<file path="config.mk">
export PLATFORM = sky130hd
export DESIGN_NAME = keypad_scan_4x4
export DESIGN_NICKNAME = d
export VERILOG_FILES = /design/src/rtl/keypad_pkg.sv /design/src/rtl/row_sync.sv /design/src/rtl/keypad_scan_4x4.sv
export SDC_FILE = /design/constraint.sdc
export NUM_CORES = 1
export LEC_CHECK = 0
export ABC_AREA = 1
export CAP_MARGIN = 20
export CORE_MARGIN = 5
export CORE_UTILIZATION = 61
export DETAILED_ROUTE_END_ITERATION = 8
export DONT_BUFFER_PORTS = 1
export PLACE_DENSITY_LB_ADDON = 0.25
export SLEW_MARGIN = 0
export SYNTH_ARGS = -nofsm -noshare
export SYNTH_HDL_FRONTEND = slang
export SYNTH_SLANG_ARGS = --single-unit
</file>
<file path="constraint.sdc">
create_clock -name sys_clk -period 1.75 [get_ports sys_clk]
set_clock_uncertainty 0.1 [all_clocks]
set_input_delay 0.35 -clock sys_clk [delete_from_list [all_inputs] [get_ports sys_clk]]
set_output_delay 0.35 -clock sys_clk [all_outputs]
set_load 0.1 [all_outputs]
</file>
<file path="src/rtl/keypad_pkg.sv">
// Shared types and constants for the 4x4 keypad scanner.
package keypad_pkg;

    typedef enum logic [1:0] {
        SCAN     = 2'd0,
        DEBOUNCE = 2'd1,
        HELD     = 2'd2
    } state_t;

    localparam logic [3:0] COL_IDLE = 4'b1111;

    localparam int REPEAT_DELAY = 32;
    localparam int REPEAT_RATE  = 8;

    function automatic logic [3:0] code_of(
        input logic [1:0] row_idx,
        input logic [1:0] col_idx
    );
        return {row_idx, col_idx};
    endfunction

endpackage

</file>
<file path="src/rtl/row_sync.sv">
// Two-flop synchronizer for the asynchronous active-low keypad rows.
module row_sync (
    input  logic       i_clk,
    input  logic       i_rst_n,
    input  logic [3:0] i_d,
    output logic [3:0] o_q
);

    import keypad_pkg::*;

    logic [3:0] r_s1;
    logic [3:0] r_s2;

    always_ff @(posedge i_clk) begin
        if (!i_rst_n) begin
            r_s1 <= COL_IDLE;
            r_s2 <= COL_IDLE;
        end else begin
            r_s1 <= i_d;
            r_s2 <= r_s1;
        end
    end

    assign o_q = r_s2;

endmodule

</file>
<file path="src/rtl/keypad_scan_4x4.sv">
// Scanned 4x4 keypad with press/release debounce and one-cycle key strobe.
// Define KEYPAD_REPEAT_EN to enable auto-repeat of key_valid while held.
module keypad_scan_4x4 #(
    parameter int SCAN_DIV     = 1000,
    parameter int DEBOUNCE_CNT = 8
) (
    input  logic       sys_clk,
    input  logic       reset,
    input  logic       enable,
    input  logic [3:0] key_row,
    output logic [3:0] key_col,
    output logic [3:0] key_code,
    output logic       key_valid,
    output logic       key_held
);

    import keypad_pkg::*;

    localparam int SW = (SCAN_DIV > 1) ? $clog2(SCAN_DIV) : 1;
    localparam int CW = $clog2(DEBOUNCE_CNT + 1);
    localparam logic [SW-1:0] SLOT_LAST = SW'(SCAN_DIV - 1);
    localparam logic [CW-1:0] CNT_DONE  = CW'(DEBOUNCE_CNT);

    state_t        r_state;
    logic          r_active;
    logic [SW-1:0] r_slot;
    logic [1:0]    r_col;
    logic [1:0]    r_prow;
    logic [CW-1:0] r_cnt;
    logic [3:0]    r_code;
    logic          r_valid;
    logic          r_held;

    state_t        w_state_nx;
    logic [SW-1:0] w_slot_nx;
    logic [1:0]    w_col_nx;
    logic [1:0]    w_prow_nx;
    logic [CW-1:0] w_cnt_nx;
    logic [3:0]    w_code_nx;
    logic          w_valid_nx;
    logic          w_held_nx;

    logic [3:0]    w_rows;
    logic          w_sample;
    logic          w_any;
    logic [1:0]    w_hit;
    logic          w_pend_low;
    logic [CW-1:0] w_cnt_inc;

`ifdef KEYPAD_REPEAT_EN
    logic [5:0] r_rep;
    logic [5:0] w_rep_nx;
    logic [5:0] w_rep_inc;
    assign w_rep_inc = r_rep + 6'd1;
`endif

    row_sync u_sync (
        .i_clk   (sys_clk),
        .i_rst_n (reset),
        .i_d     (key_row),
        .o_q     (w_rows)
    );

    assign w_sample   = r_active && (r_slot == SLOT_LAST);
    assign w_any      = ~&w_rows;
    assign w_pend_low = ~w_rows[r_prow];
    assign w_cnt_inc  = r_cnt + CW'(1);

    // Lowest-numbered active row wins
    always_comb begin
        w_hit = 2'd0;
        if (!w_rows[0])      w_hit = 2'd0;
        else if (!w_rows[1]) w_hit = 2'd1;
        else if (!w_rows[2]) w_hit = 2'd2;
        else if (!w_rows[3]) w_hit = 2'd3;
    end

    always_comb begin
        w_state_nx = r_state;
        w_col_nx   = r_col;
        w_prow_nx  = r_prow;
        w_cnt_nx   = r_cnt;
        w_code_nx  = r_code;
        w_valid_nx = 1'b0;
        w_held_nx  = r_held;
        w_slot_nx  = '0;
`ifdef KEYPAD_REPEAT_EN
        w_rep_nx   = r_rep;
`endif
        if (r_active) begin
            w_slot_nx = (r_slot == SLOT_LAST) ? '0 : r_slot + SW'(1);
        end

        if (w_sample) begin
            unique case (r_state)
                SCAN: begin
                    if (w_any) begin
                        w_prow_nx = w_hit;
                        if (CNT_DONE == CW'(1)) begin
                            w_code_nx  = code_of(w_hit, r_col);
                            w_valid_nx = 1'b1;
                            w_held_nx  = 1'b1;
                            w_cnt_nx   = '0;
                            w_state_nx = HELD;
`ifdef KEYPAD_REPEAT_EN
                            w_rep_nx   = '0;
`endif
                        end else begin
                            w_cnt_nx   = CW'(1);
                            w_state_nx = DEBOUNCE;
                        end
                    end else begin
                        w_col_nx = r_col + 2'd1;
                    end
                end
                DEBOUNCE: begin
                    if (!w_pend_low) begin
                        w_cnt_nx   = '0;
                        w_col_nx   = r_col + 2'd1;
                        w_state_nx = SCAN;
                    end else if (w_cnt_inc == CNT_DONE) begin
                        w_code_nx  = code_of(r_prow, r_col);
                        w_valid_nx = 1'b1;
                        w_held_nx  = 1'b1;
                        w_cnt_nx   = '0;
                        w_state_nx = HELD;
`ifdef KEYPAD_REPEAT_EN
                        w_rep_nx   = '0;
`endif
                    end else begin
                        w_cnt_nx = w_cnt_inc;
                    end
                end
                HELD: begin
                    if (!w_pend_low && w_cnt_inc == CNT_DONE) begin
                        w_held_nx  = 1'b0;
                        w_cnt_nx   = '0;
                        w_col_nx   = r_col + 2'd1;
                        w_state_nx = SCAN;
                    end else begin
                        w_cnt_nx = w_pend_low ? '0 : w_cnt_inc;
`ifdef KEYPAD_REPEAT_EN
                        // After the first repeat, rewind so the next fires RATE samples later
                        if (w_rep_inc == 6'(REPEAT_DELAY)) begin
                            w_valid_nx = 1'b1;
                            w_rep_nx   = 6'(REPEAT_DELAY - REPEAT_RATE);
                        end else begin
                            w_rep_nx = w_rep_inc;
                        end
`endif
                    end
                end
                default: w_state_nx = SCAN;
            endcase
        end

        if (!enable) begin
            w_state_nx = SCAN;
            w_col_nx   = 2'd0;
            w_cnt_nx   = '0;
            w_slot_nx  = '0;
            w_held_nx  = 1'b0;
            w_valid_nx = 1'b0;
`ifdef KEYPAD_REPEAT_EN
            w_rep_nx   = '0;
`endif
        end
    end

    always_ff @(posedge sys_clk) begin
        if (!reset) begin
            r_state  <= SCAN;
            r_active <= 1'b0;
            r_slot   <= '0;
            r_col    <= 2'd0;
            r_prow   <= 2'd0;
            r_cnt    <= '0;
            r_code   <= 4'h0;
            r_valid  <= 1'b0;
            r_held   <= 1'b0;
`ifdef KEYPAD_REPEAT_EN
            r_rep    <= '0;
`endif
        end else begin
            r_state  <= w_state_nx;
            r_active <= enable;
            r_slot   <= w_slot_nx;
            r_col    <= w_col_nx;
            r_prow   <= w_prow_nx;
            r_cnt    <= w_cnt_nx;
            r_code   <= w_code_nx;
            r_valid  <= w_valid_nx;
            r_held   <= w_held_nx;
`ifdef KEYPAD_REPEAT_EN
            r_rep    <= w_rep_nx;
`endif
        end
    end

    assign key_col   = r_active ? ~(4'b0001 << r_col) : COL_IDLE;
    assign key_code  = r_code;
    assign key_valid = r_valid;
    assign key_held  = r_held;

endmodule
</file>
# After elaboration in Yosys (flattened, before gate mapping)
# Cells that the tools add are included.
# totals
reg_bits,35
in_bits,7
out_inout_bits,10
# classes
add_sub_neg,3
n_lt_le_gt_ge,1
n_eq_ne,11
shift,1
n_mux,27
n_bitwise,8
reduce_logical,15
# ops
cell,n
4-bit 2-to-1 mux,6
2-bit 2-to-1 mux,11
2-bit != test (second input constant),6
2-bit one-hot mux with 3 select lines,2
4-bit one-hot mux with 3 select lines,1
4-bit AND reduction,3
10-bit by 1-bit adder with 10-bit output (second input constant),1
10-bit equality test (second input constant),1
5-bit AND reduction,2
1-bit NOT,7
3-bit AND reduction,2
1-bit 2-to-1 mux,5
5-bit OR reduction,1
4-bit by 1-bit adder with 4-bit output (second input constant),1
4-bit equality test (second input constant),1
4-bit NOT,1
4-bit OR reduction,1
1-bit by 2-bit left shift with 4-bit output (first input constant),1
2-bit by 3-bit < comparator with 1-bit output (second input constant),1
3-bit != test (second input constant),1
3-bit nonzero test,1
2-bit by 1-bit adder with 2-bit output (second input constant),1
1-bit binary-select mux with 2-bit select,1
2-bit by 1-bit equality test with 1-bit output (second input constant),1
6 further kinds,7

# Logic depth before layout (Yosys ltp)
# depth
depth_word,5
ltp_mapped,11

# Modules after synthesis
# From an unflattened synthesis, not the netlist that was laid out.
# hier_totals
hier_cells,227
area_unflattened_um2,1687.9
# by_module_without_submodules
module,n_inst,cells_each,area_each_um2,seq_area_each_um2
keypad_scan_4x4,1,202,1462.7,540.5
row_sync,1,25,225.2,160.2

# Worst setup path before layout
# Ideal clock, no wire load.
# synth_timing
kind,reg2out
start,reg r_col[0]
end,out key_col[2]
t_arrival_ns,1.270
required_time_ns,1.300
path_slack_ns,0.030
path_stages_with_launch,4
n_path_buf,0
cell_sequence,dfxtp_1 -> inv_1 -> ha_1 -> nand2_1
# synth_between
elab_chain_cells,3
# synth_rtl
item,line_no,rtl
from (decl),keypad_scan_4x4.sv:27,logic [1:0] r_col;
from (signal assigned),keypad_scan_4x4.sv:188,r_col <= w_col_nx;
1-bit by 2-bit left shift with 4-bit output,keypad_scan_4x4.sv:200,assign key_col = r_active ? ~(4'b0001 << r_col) : COL_IDLE;
4-bit NOT,keypad_scan_4x4.sv:200,
4-bit 2-to-1 mux,keypad_scan_4x4.sv:200,
to (decl),keypad_scan_4x4.sv:11,"output logic [3:0] key_col,"
# Every way passes these cells.

# Worst setup path after layout
# layout_timing
start,reg r_col[0]
end,out key_col[0]
# The elaborated chain is that of the path after synthesis.

==> flow_metrics.env <==
export IMPL_fin_crit_sh_pct=96.2
export IMPL_start_util_pct=64.9
export IMPL_critPathMaxFanout=4
export IMPL_dp_hpwl_microns=2500
export IMPL_switching_share_pct=23.2
export IMPL_drc=0
export IMPL_die_w_microns=62.1
export IMPL_ys_types=27
export IMPL_internal_power_uw=983
export IMPL_synth_seq_cells=35
export IMPL_p_seq_share_pct=63.5
export IMPL_worstMarginPinSlew_ns=0.314
export IMPL_grt_max_degree=11
export IMPL_num_io_pins=17
export IMPL_clockRootBuffer="clkbuf_4"
export IMPL_dpl_cell_count=260
export IMPL_grt_pass1_vias=1454
export IMPL_relSlewSlack_pct=79.1
export IMPL_p_comb_share_pct=4.4
export IMPL_num_rows=18
export IMPL_clockPowerShare_pct=32.0
export IMPL_hold_viol=0
export IMPL_portBuffers=0
export IMPL_synth_fp_nets=236
export IMPL_post_cts_setup_buffers=0
export IMPL_path_class="flop to primary output"
export IMPL_drtIter0Drc=85
export IMPL_startpoint_type="flop"
export IMPL_p_leak_uw=0.000832
export IMPL_worstPathArrival_ns=1.23
export IMPL_num_vias=1418
export IMPL_drv_cap=0
export IMPL_peakVddDrop_mv=0.652
export IMPL_placed_cell_area_sq_um=1810
export IMPL_clock_fmax_mhz=594
export IMPL_clk_path_buf_depth=2
export IMPL_finalNonFillerCells=268
export IMPL_core_sq_um=2540
export IMPL_yosys_warnings=0
export IMPL_h_tree_depth=2
export IMPL_wl_per_cell_microns=11.8
export IMPL_clk_latency_ns=0.32
export IMPL_cts_sinks=35
export IMPL_antenna_found_initial=0
export IMPL_wl_microns=3170
export IMPL_numCtsBuffers=5
export IMPL_clkSlewWorstSetupHoldPaths_ns=0.10
export IMPL_tns_ns=0
export IMPL_n_fill_cell=196
export IMPL_syn_area_sq_um=1650
export IMPL_final_util_pct=73.7
export IMPL_fin_area_sq_um=1880
export IMPL_viasPerCell=5.29
export IMPL_grt_pass1_wl_microns=5540
export IMPL_syn_area_per_cell_sq_um=7.55
export IMPL_power_density_nw_per_um2=682
export IMPL_final_net_count=254
export IMPL_postSynthCellCount=219
export IMPL_finalSetupViolCount=0
export IMPL_postCtsHoldBufs=0
export IMPL_antenna_cells=0
export IMPL_rsz0062_at_grt="yes"
export IMPL_status="complete, no violations"
export IMPL_crit_required_ns=1.30
export IMPL_dieArea_sq_um=3850
export IMPL_drive_gt1_share_pct=20.6
export IMPL_drtAntennaViolNets=0
export IMPL_hold_class="primary input to flop"
export IMPL_synth_seq_area_share_pct=42.4
export IMPL_syn2layout_area_growth_pct=13.6
export IMPL_grt_total_usage_pct=19.2
export IMPL_end_kind="primary output"
export IMPL_hold_slack_ns=0.0297
export IMPL_min_period_ns=1.68
export IMPL_cts_tree="built"
export IMPL_maxSlewViolCount=0
export IMPL_dr_pass1_iters=4
export IMPL_gp_congestion=0.886
export IMPL_overflow=0
export IMPL_switching_power_uw=297
export IMPL_fp_dieH_microns=62.1
cell type report:
class                   count  area (sq um)  share of cell area (%)
inverters                  28           106                    5.67
clock inverters             1          5.00                   0.267
well taps                  30          37.5                    2.00
multi-input cells         156           856                    45.6
clock buffers               7          45.0                    2.40
repair buffers             11           120                    6.40
flip-flops and latches     35           707                    37.7
Yosys cell counts (all sizes together):
library cell | n | area, sq um
nand2 | 50 | 195
o21bai | 1 | 11.3
nand3b | 1 | 7.51
nor2 | 43 | 189
dfxtp | 35 | 701
inv | 26 | 97.6
nor3b | 1 | 7.51
clkinv | 2 | 8.75
o21a | 1 | 7.51
nand3 | 13 | 75.1
or2 | 8 | 50.1
nand4 | 4 | 40.0
nor3 | 6 | 35.0
o21ai | 8 | 43.8
a211oi | 2 | 15.0
ha | 10 | 125
xor2 | 1 | 8.76
a21oi | 7 | 35.0
flip-flops by register name, summed over array words and instances (netlist names):
register / cells
key_code: 4
key_valid: 1
r_cnt: 4
u_sync.r_s1: 4
r_col: 2
key_held: 1
u_sync.o_q: 4
r_slot: 10
r_state: 2
r_prow: 2
r_active: 1
cell families after synthesis:
kind of cell             after synthesis  share of synthesized area (%)
adder cells (fa/ha/maj)               10                           7.57
AND/OR/NAND/NOR                      126                           36.3
flip-flops                            35                           42.4
XOR/XNOR                               1                          0.530
AO/OA/AOI/OAI                         19                           6.81
buffers and inverters                 28                           6.43
worst max-delay path, stage by stage (launching register included):
cell	delay [ns]
dfxtp_2	0.37
inv_2	0.07
ha_1	0.19
nand2_1	0.10
buf_12	0.18
path summary, 6_finish.rpt:
path                                                start  slack [ns]                        end  cells past startpoint
worst max-delay path                r_col[0]$_SDFFE_PN0P_        0.07                 key_col[0]                      4
worst min-delay path                           key_row[3]        0.03  u_sync.r_s1[3]$_SDFF_PN1_                      1
worst max register to register       r_slot[0]$_SDFF_PP0_        0.12     r_prow[0]$_SDFFE_PN0P_                      7
worst min register to register  u_sync.r_s1[1]$_SDFF_PN1_        0.32   u_sync.o_q[1]$_SDFF_PN1_                      1
power by group through the flow:
| stage | combinational [uW] | clock, uW | sequential [uW] |
|---|---|---|---|
| global placement | 53.8 | 0 | 831 |
| detailed placement | 56.4 | 0 | 832 |
| floorplan | 42.0 | 0 | 830 |
| CTS | 56.6 | 422 | 814 |
| finish | 56.4 | 410 | 814 |
| global route | 63.9 | 462 | 816 |
per-layer routing:
metal  track usage [%]  part of all wire, %  routed length, microns  up-vias
met1              21.0                   43                    1360      646
met2              34.5                   50                    1590       37
met3              4.55                  5.3                     168        6
li1                  -                    -                       -      729
met5                 0                    0                       0        -
met4              9.39                  1.5                      49        0
what timing repair did:
action                                  CTS  global route
hold endpoints to repair                  0             0
pin swaps                                 0             0
resized for setup                         1            10
endpoints found under the setup margin    2            15
placed cells by master, fill, tap and decap left out, drive strengths merged:
master	n
clkinv	3
o21bai	1
buf	11
nor2	43
nor3	6
inv	26
xor2	1
clkbuf	7
nand3b	1
ha	10
o21a	1
a21oi	7
nand4	4
o21ai	8
nand3	13
a211oi	2
nand2	50
dfxtp	35
nor3b	1
or2	8
metrics by stage:
stage | setup WS [ns] | power (uW)
after floorplan | 0.0297 | 872
after global placement | 0.187 | 885
after detailed placement | 0.0930 | 888
after CTS | 0.00192 | 1290
after global routing | -0.00585 | 1340
final | 0.0664 | 1280
Note: power is estimated with default switching activity, not from simulation.
